`config.mk`:
```
export PLATFORM = sky130hd
export DESIGN_NAME = alu_sequencer
export DESIGN_NICKNAME = d
export VERILOG_FILES = /design/src/rtl/alu_seq_pkg.sv /design/src/rtl/alu_seq_decode.sv /design/src/rtl/alu_sequencer.sv
export SDC_FILE = /design/constraint.sdc
export NUM_CORES = 1
export LEC_CHECK = 0
export ABC_CLOCK_PERIOD_IN_PS = 6870
export CAP_MARGIN = 25
export CORE_ASPECT_RATIO = 1.5
export CORE_MARGIN = 2
export CORE_UTILIZATION = 44
export CTS_BUF_LIST = sky130_fd_sc_hd__clkbuf_8
export DETAILED_ROUTE_END_ITERATION = 10
export GPL_TIMING_DRIVEN = 0
export PLACE_DENSITY = 0.85
export SLEW_MARGIN = 15
export SYNTH_ARGS = -nofsm -noshare
export SYNTH_HDL_FRONTEND = slang
export SYNTH_SLANG_ARGS = --single-unit
```
`constraint.sdc`:
```
create_clock -name clock -period 6.87 [get_ports clock]
set_input_delay 1.0305 -clock clock [delete_from_list [all_inputs] [get_ports clock]]
set_output_delay 1.0305 -clock clock [all_outputs]
set_load 0.02 [all_outputs]
```
`src/rtl/alu_seq_pkg.sv`:
```
// alu_seq_pkg: opcodes, instruction classes, state encoding and IR field positions
package alu_seq_pkg;
  localparam int OP_W = 5;
  localparam int REG_W = 4;
  localparam logic [OP_W-1:0] OP_ADD = 5'b00011;
  localparam logic [OP_W-1:0] OP_SUB = 5'b00100;
  localparam logic [OP_W-1:0] OP_AND = 5'b00101;
  localparam logic [OP_W-1:0] OP_OR = 5'b00110;
  localparam logic [OP_W-1:0] OP_ROR = 5'b00111;
  localparam logic [OP_W-1:0] OP_ROL = 5'b01000;
  localparam logic [OP_W-1:0] OP_SHR = 5'b01001;
  localparam logic [OP_W-1:0] OP_SHRA = 5'b01010;
  localparam logic [OP_W-1:0] OP_SHL = 5'b01011;
  localparam logic [OP_W-1:0] OP_MUL = 5'b01110;
  localparam logic [OP_W-1:0] OP_DIV = 5'b01111;
  localparam logic [OP_W-1:0] OP_NEG = 5'b10000;
  localparam logic [OP_W-1:0] OP_NOT = 5'b10001;
  localparam logic [OP_W-1:0] OP_HALT = 5'b11011;
  typedef enum logic [2:0] {CL_ALU3, CL_MULDIV, CL_UNARY, CL_NOP, CL_HALT} cls_t;
  localparam logic [3:0] S_IDLE = 4'd0;
  localparam logic [3:0] S_T0 = 4'd1;
  localparam logic [3:0] S_T1 = 4'd2;
  localparam logic [3:0] S_T2 = 4'd3;
  localparam logic [3:0] S_T3 = 4'd4;
  localparam logic [3:0] S_T4 = 4'd5;
  localparam logic [3:0] S_T5 = 4'd6;
  localparam logic [3:0] S_T6 = 4'd7;
  localparam logic [3:0] S_HALT = 4'd8;
  localparam int OP_MSB = 31;
  localparam int RA_MSB = 26;
  localparam int RB_MSB = 22;
  localparam int RC_MSB = 18;
endpackage

```
`src/rtl/alu_seq_decode.sv`:
```
// alu_seq_decode: opcode to instruction class and one-hot register selects
module alu_seq_decode
  import alu_seq_pkg::*;
#(
  parameter int OPW = 5,
  parameter int NREG = 16
) (
  input  logic [OPW-1:0]   op,
  input  logic [REG_W-1:0] ra,
  input  logic [REG_W-1:0] rb,
  input  logic [REG_W-1:0] rc,
  output cls_t             cls,
  output logic [NREG-1:0]  ra_oh,
  output logic [NREG-1:0]  rb_oh,
  output logic [NREG-1:0]  rc_oh
);
  always_comb begin
    cls = op inside {OP_ADD, OP_SUB, OP_AND, OP_OR, OP_ROR, OP_ROL, OP_SHR, OP_SHRA, OP_SHL} ? CL_ALU3 :
          op inside {OP_MUL, OP_DIV} ? CL_MULDIV :
          op inside {OP_NEG, OP_NOT} ? CL_UNARY :
          op == OP_HALT ? CL_HALT : CL_NOP;
  end
  assign ra_oh = NREG'(1) << ra;
  assign rb_oh = NREG'(1) << rb;
  assign rc_oh = NREG'(1) << rc;
endmodule

```
`src/rtl/alu_sequencer.sv`:
```
// alu_sequencer: hardwired fetch/decode/execute control unit driving the datapath strobes
module alu_sequencer
  import alu_seq_pkg::*;
#(
  parameter int OPW = 5,
  parameter int NREG = 16,
  parameter int CNTW = 16
) (
  input  logic            clock,
  input  logic            clear,
  input  logic            run,
  input  logic [31:0]     IR_in,
  output logic [NREG-1:0] Rin,
  output logic [NREG-1:0] Rout,
  output logic            PCout,
  output logic            PCin,
  output logic            incPC,
  output logic            MARin,
  output logic            MDRin,
  output logic            MDRout,
  output logic            read,
  output logic            IRin,
  output logic            Yin,
  output logic            Zin,
  output logic            ZLowOut,
  output logic            ZHighOut,
  output logic            HIin,
  output logic            LOin,
  output logic [OPW-1:0]  opcode,
  output logic            done,
  output logic            halted,
  output logic [CNTW-1:0] instr_count
);
  logic [3:0] state, state_next;
  cls_t cls;
  logic [NREG-1:0] ra_oh, rb_oh, rc_oh;
  logic [OPW-1:0] op;
  logic alu3, muldiv, unary, t3, t4, t5, t6;
  logic unused_ir;
  assign op = IR_in[OP_MSB -: OPW];
  assign unused_ir = ^IR_in[RC_MSB-REG_W:0];
  alu_seq_decode #(.OPW(OPW), .NREG(NREG)) u_decode (
    .op    (op),
    .ra    (IR_in[RA_MSB -: REG_W]),
    .rb    (IR_in[RB_MSB -: REG_W]),
    .rc    (IR_in[RC_MSB -: REG_W]),
    .cls   (cls),
    .ra_oh (ra_oh),
    .rb_oh (rb_oh),
    .rc_oh (rc_oh)
  );
  always_ff @(posedge clock) begin
    if (clear) begin
      state <= S_IDLE;
      instr_count <= '0;
    end else begin
      state <= state_next;
      if (done) instr_count <= instr_count + CNTW'(1);
    end
  end
  // Class is decoded live from IR_in; the IR is stable from T3 until the next fetch
  always_comb begin
    alu3 = cls == CL_ALU3;
    muldiv = cls == CL_MULDIV;
    unary = cls == CL_UNARY;
    t3 = state == S_T3;
    t4 = state == S_T4;
    t5 = state == S_T5;
    t6 = state == S_T6;
    PCout = state == S_T0;
    MARin = PCout;
    incPC = PCout;
    PCin = state == S_T1;
    read = PCin;
    MDRin = PCin;
    MDRout = state == S_T2;
    IRin = MDRout;
    Yin = t3 && (alu3 || muldiv);
    Zin = (t4 && (alu3 || muldiv)) || (t3 && unary);
    opcode = Zin ? op : '0;
    Rout = t3 && muldiv ? ra_oh :
           (t3 && (alu3 || unary)) || (t4 && muldiv) ? rb_oh :
           t4 && alu3 ? rc_oh : '0;
    ZLowOut = (t5 && (alu3 || muldiv)) || (t4 && unary);
    Rin = (t5 && alu3) || (t4 && unary) ? ra_oh : '0;
    LOin = t5 && muldiv;
    ZHighOut = t6 && muldiv;
    HIin = ZHighOut;
    done = (t3 && (cls == CL_NOP || cls == CL_HALT)) || (t4 && unary) || (t5 && alu3) || t6;
    halted = state == S_HALT;
    state_next = state == S_IDLE ? (run ? S_T0 : S_IDLE) :
                 halted || (t3 && cls == CL_HALT) ? S_HALT :
                 done ? (run ? S_T0 : S_IDLE) :
                 state < S_T6 ? state + 4'd1 : S_IDLE;
  end
endmodule
```
==> results_dict.tcl, run 1 <==
set metrics [dict create \
    postLayoutCoreUtil_pct 66.4 \
    cts-resized-gates 0 \
    syn_area_mm2 0.00218 \
    synth_edf_count 0 \
    grt_max_degree 13 \
    grt_pass1_vias 2713 \
    grt_pass1_wl_um 13700 \
    layout.nets 440 \
    cts_sinks 20 \
    arrival_ns 4.10 \
    clockBufferDepth 2 \
    finalWirelength_um 8440 \
    grt_usage_pct 31.7 \
    overflow 0 \
    ys_warn_count 0 \
    syn_inst 309 \
    critical_path_class "in -> out" \
    antenna_cells 0 \
    rsz0062_at_grt "false" \
    synth_ff_type "dfxtp_1" \
    postSynthAreaPerCell_um2 7.07 \
    filler_cell_count 438 \
    drv_cap 0 \
    viasPerCell 6.14 \
    finalMaxSlewViolations 0 \
    post-route-min-period_ns 5.13 \
    fp.coreArea_mm2 0.00481 \
    fin_cells 465 \
    relSlewSlack_pct 49.1 \
    async_flop_share_pct 0 \
    die_area_mm2 0.00555 \
    tightestPinTransition_ns 0.752 \
    slowest_stage "clkdlybuf4s50_1" \
    fin_skew_ns 0.0101 \
    start_kind "input pin" \
    cp_data_required_time_ns 5.84 \
    h-tree-depth 1 \
    p_leak_nw 0.995 \
    drt_iter0_drc 189 \
    setup_viol 0 \
    routedWlPerCell_um 18.1 \
    fp.dieH_um 90.3 \
    hpwl_um 6580 \
    numCtsBuffers 3 \
    critical_path.max_stage_delay_ns 0.70 \
    power_density_mw_per_mm2 125 \
    initial_core_util_pct 45.4 \
    setup_tns_ns 0 \
    ios 104 \
    synth_nets 349 \
    ys_seq_elements 20 \
    die_w_um 61.5 \
    rows 31 \
    syn_to_final_growth_pct 46.2 \
    clock.fmax_ghz 0.195 \
    synth.area.top_cells "dfxtp_1 18%, nor2_1 6.0%, a21oi_1 4.6%" \
    post_cts_buffers 0 \
    synth_seq_area_share_pct 18.3 \
    port_buffers 85 \
    routabilityCongestion 0.959 \
    crit_path_frequent_cell "clkdlybuf4s50_1" \
    cts_tree "done" \
    clock_latency_ns 0.27 \
    remaining_drc_errors 0 \
    dp_cells 461 \
    outcome "complete, no violations" \
    ant_nets 0 \
    first_pass_iters 5 \
    vias 2854 \
    min_path_type "reg -> reg" \
    netlist_top_cells_count "35 x nor2_1, 20 x a21oi_1, 20 x dfxtp_1, 20 x nand2_1" \
    peakVddDrop_mv 0.183 \
    drive_gt1_share_pct 7.02 \
    yosysTopAreaCell "dfxtp_1" \
    path_max_fanout 10 \
    cts_hold_buf 0 \
    netlist-cell-type-count 60 \
    synth_top_area_share_pct 18.3 \
    fin_crit_sh_pct 74.6 \
    path_cells "clkdlybuf4s50_1, clkbuf_1, and4b_1, nand3_1, nor2_1, o21ai_0, o221ai_1, clkdlybuf4s50_1" \
    antenna_found_initial 0 \
    yosysMostFrequentCell "nor2_1" \
    cts_root_buf "clkbuf_8" \
    hold_viol 0 \
    end_kind "output pin" \
    clk_pin_slew_ns 0.08 \
]
[path summary, 6_finish.rpt]
kind / slack (ns) / cells after the start / to / from
max: 1.74 / 8 / Rout[14] / IR_in[30]
min: 0.50 / 2 / instr_count[9] / instr_count[9]
max reg2reg: 4.67 / 6 / instr_count[4] / state[3]
min reg2reg: 0.50 / 2 / instr_count[9] / instr_count[9]
[layout by cell type (no fill, tap or decap), drive strengths merged, types with 6 or more instances in the layout]
cell type / n
o31ai: 12
or3: 6
dfxtp: 20
clkdlybuf4s50: 85
nand2b: 10
o21ai: 14
nor3: 12
nand2: 20
clkbuf: 16
a21oi: 20
nor2: 35
nand4: 8
inv: 9
nor2b: 11
buf: 12
nand4b: 6
nand3: 9
or4: 10
[registers in the layout (all words and copies together) (netlist names)]
signal and flops:
instr_count 16, state 4
[where the power goes]
group / switching (mW) / internal [mW] / leakage, nW
logic: 0.0892 / 0.0654 / 0.798
clock network: 0.0426 / 0.0779 / 0.0357
registers: 0.00421 / 0.121 / 0.161
total: 0.136 / 0.264 / 0.995
[worst max-delay path, delay by kind of cell]
| family | cells | cell delay, ns |
|---|---|---|
| buffers and inverters | 3 | 1.55 |
| and+or+nand+nor | 3 | 1.01 |
| AOI/OAI and AO/OA | 2 | 0.50 |
[logic make-up (layout without fill, tap and decap cells)]
group	after synthesis	in the layout	synth area share, %
flip-flops	20	20	18.3
adder cells (fa/ha/maj)	5	5	2.87
XOR/XNOR	1	1	0.401
multiplexers	1	1	0.458
AND/OR/NAND/NOR	166	166	44.1
AO/OA/AOI/OAI	83	83	26.4
buffers and inverters	33	123	7.45
[per-layer routing]
layer | vias to the layer above | track usage, % | routed length [µm]
met5 | - | 0 | 0
met4 | 0 | 14.0 | 421
met3 | 39 | 4.87 | 502
met2 | 131 | 55.8 | 4520
met1 | 1329 | 35.2 | 3000
li1 | 1355 | - | -
[cell type report]
cell class              count  area (µm²)  share of cell area, %
multi-input cells         256        1620                   50.7
repair buffers             86         856                   26.8
flip-flops and latches     20         400                   12.5
plain buffers              24         129                   4.04
well taps                  66        82.6                   2.59
clock buffers               3        41.3                   1.29
inverters                   9        33.8                   1.06
clock inverters             1        30.0                  0.940
[stage by stage]
| stage | cell area, µm² | hold WS, ns | total power, mW | setup slack, ns |
|---|---|---|---|---|
| finish | 3190 | 0.496 | 0.400 | 1.74 |
| floorplan | 2180 | 0.500 | 0.221 | 3.14 |
| detailed placement | 3120 | 0.487 | 0.279 | 1.85 |
| CTS | 3190 | 0.502 | 0.398 | 1.82 |
| global placement | 3120 | 0.473 | 0.276 | 1.54 |
| global route | 3190 | 0.526 | 0.415 | 1.51 |
(Power assumes the default switching activity.)
==> run 2: changes to the inputs <==
- ABC_CLOCK_PERIOD_IN_PS: 6870 -> 4300
- CORE_UTILIZATION: 44 -> 39
- PLACE_DENSITY: 0.85 -> 0.8
- clock period: 6.87 -> 4.3 ns (I/O delays scaled with it)
==> results_dict.tcl, run 2 (same netlist as run 1, synthesis figures left out) <==
set metrics [dict create \
    fin_cells 468 \
    hold_depth 2 \
    relSlewSlack_pct 46.1 \
    grt_pass1_vias 2624 \
    routedWlPerCell_um 16.9 \
    overflow 0 \
    setup_viol 0 \
    grt_usage_pct 24.6 \
    path_max_fanout 10 \
    cts_root_buf "clkbuf_8" \
    peakVddDrop_mv 0.211 \
    p_seq_share_pct 31.4 \
    p_leak_nw 0.995 \
    cts_tree "done" \
    clkPwrFrac_pct 30.3 \
    clock.fmax_ghz 0.239 \
    die_w_um 65.1 \
    crit_path_start "IR_in[30]" \
    finalMaxSlewViolations 0 \
    hpwl_um 6200 \
    clock_latency_ns 0.27 \
    largest-register "instr_count" \
    post_cts_buffers 0 \
    most-common-layout-cells "85 x clkdlybuf4s50_1, 34 x nor2_1, 20 x nand2_1, 20 x a21oi_1, 20 x dfxtp_1" \
    drt_iter0_drc 247 \
    min_path_type "reg -> reg" \
    fp.coreArea_mm2 0.00545 \
    dp_cells 464 \
    grt_pass1_wl_um 12200 \
    p_total_mw 0.634 \
    arrival_ns 3.54 \
    layout.nets 439 \
    h-tree-depth 1 \
    drv_cap 0 \
    end_kind "output pin" \
    postLayoutCoreUtil_pct 58.9 \
    final_common_cell "clkdlybuf4s50_1" \
    antenna_found_initial 0 \
    r2r-start "state[3]" \
    clockBufferDepth 2 \
    fin_crit_sh_pct 97.3 \
    clk_pin_slew_ns 0.08 \
    rr_endpoint "instr_count[4]" \
    r2r_slack_ns 1.97 \
    setup_tns_ns 0 \
    cts-resized-gates 1 \
    viasPerCell 6.10 \
    hold_viol 0 \
    fin_skew_ns 0.00936 \
    critical_path.max_stage_delay_ns 0.60 \
    crit_path_frequent_cell "clkdlybuf4s50_1" \
    remaining_drc_errors 0 \
    r2r_cells 6 \
    largest_reg_flops 16 \
    hold_ws_ns 0.488 \
    power_density_mw_per_mm2 198 \
    slowest_stage "clkdlybuf4s50_1" \
    path_cells "clkdlybuf4s50_1, clkbuf_1, and2_1, nor2_1, nand3_1, o41ai_1, o22a_1, clkdlybuf4s50_1" \
    top_regs "instr_count x16, state x4" \
    rsz0062_at_grt "false" \
    drive_gt1_share_pct 7.79 \
    internal_power_mw 0.422 \
    cts_hold_buf 0 \
    die_area_mm2 0.00622 \
    hold_path_end "instr_count[10]" \
    p_sw_share_pct 33.5 \
    combPwrFrac_pct 38.3 \
    routabilityCongestion 1.01 \
    fp.dieH_um 95.6 \
    first_pass_iters 6 \
    antenna_cells 0 \
    port_buffers 85 \
    ant_nets 0 \
    tightestPinTransition_ns 0.795 \
    vias 2854 \
    start_kind "input pin" \
    cp_data_required_time_ns 3.65 \
    outcome "complete, no violations" \
    finalWirelength_um 7930 \
    p_switching_mw 0.212 \
    post-route-min-period_ns 4.18 \
    critical_path_class "in -> out" \
    ios 104 \
    numCtsBuffers 3 \
    grt_max_degree 13 \
    initial_core_util_pct 40.1 \
    syn_to_final_growth_pct 46.9 \
    hp-start "instr_count[10]" \
    rows 33 \
    cts_sinks 20 \
]
==> run 2: worst max path at each step <==
stage                           to  slack [ns]  cells past startpoint
after global placement     Rout[9]       -0.12                      8
final                      Rout[6]        0.12                      8
after floorplan            Rout[8]        1.34                      6
after CTS                 Rout[12]        0.03                      8
after detailed placement   Rout[8]       -0.04                      8
after global routing       Rout[6]        0.04                      8
==> run 2: per-layer routing <==
metal  up-vias  global-route usage, %  wire length, µm
li1       1351                      -                -
met1      1351                   26.4             3070
met2       129                   47.8             4150
met3        23                   1.53              386
met4         0                   11.8              312
met5         -                      0                0
==> run 2: worst max-delay path: cells and delay by family <==
kind | cells | cell delay (ns)
compound gates | 2 | 0.82
buf+inv | 3 | 1.31
simple gates | 3 | 0.75
==> run 2: area by class of cell <==
| class | instances | area [µm²] |
|---|---|---|
| clock inverters | 1 | 30.0 |
| well taps | 70 | 87.6 |
| repair buffers | 85 | 851 |
| fillers | 549 | 2240 |
| inverters | 9 | 33.8 |
| plain buffers | 24 | 130 |
| flip-flops and latches | 20 | 400 |
| clock buffers | 3 | 41.3 |
| multi-input cells | 256 | 1630 |
==> run 2: stage by stage <==
stage          area, µm²  setup slack [ns]
3_3_place_gp        3120            -0.122
4_1_cts             3200            0.0251
5_1_grt             3210            0.0386
6_report            3210             0.115
2_1_floorplan       2180              1.34
3_5_place_dp        3120           -0.0444
==> run 2: power groups by stage <==
| stage | sequential (mW) | clock (mW) | combinational, mW |
|---|---|---|---|
| 2_1_floorplan | 0.202 | 0 | 0.151 |
| 3_3_place_gp | 0.203 | 0 | 0.237 |
| 3_5_place_dp | 0.203 | 0 | 0.239 |
| 4_1_cts | 0.199 | 0.193 | 0.240 |
| 5_1_grt | 0.200 | 0.201 | 0.260 |
| 6_report | 0.199 | 0.192 | 0.243 |
==> run 3: changes to the inputs <==
- ABC_CLOCK_PERIOD_IN_PS: 4300 -> 5200
- CORE_UTILIZATION: 39 -> 44
- PLACE_DENSITY: 0.8 -> 0.85
- clock period: 4.3 -> 5.2 ns (I/O delays scaled with it)
==> results of run 3 <==
The final DEF is identical to that of run 1. Status: complete, no violations.
Among the figures that moved: setup slack after placement 1.85 ns -> 0.682 ns; setup slack after layout 1.74 ns -> 0.574 ns; register-to-register setup slack 4.67 ns -> 3.00 ns; total power 0.400 mW -> 0.528 mW; worst IR drop on VDD 0.183 mV -> 0.241 mV
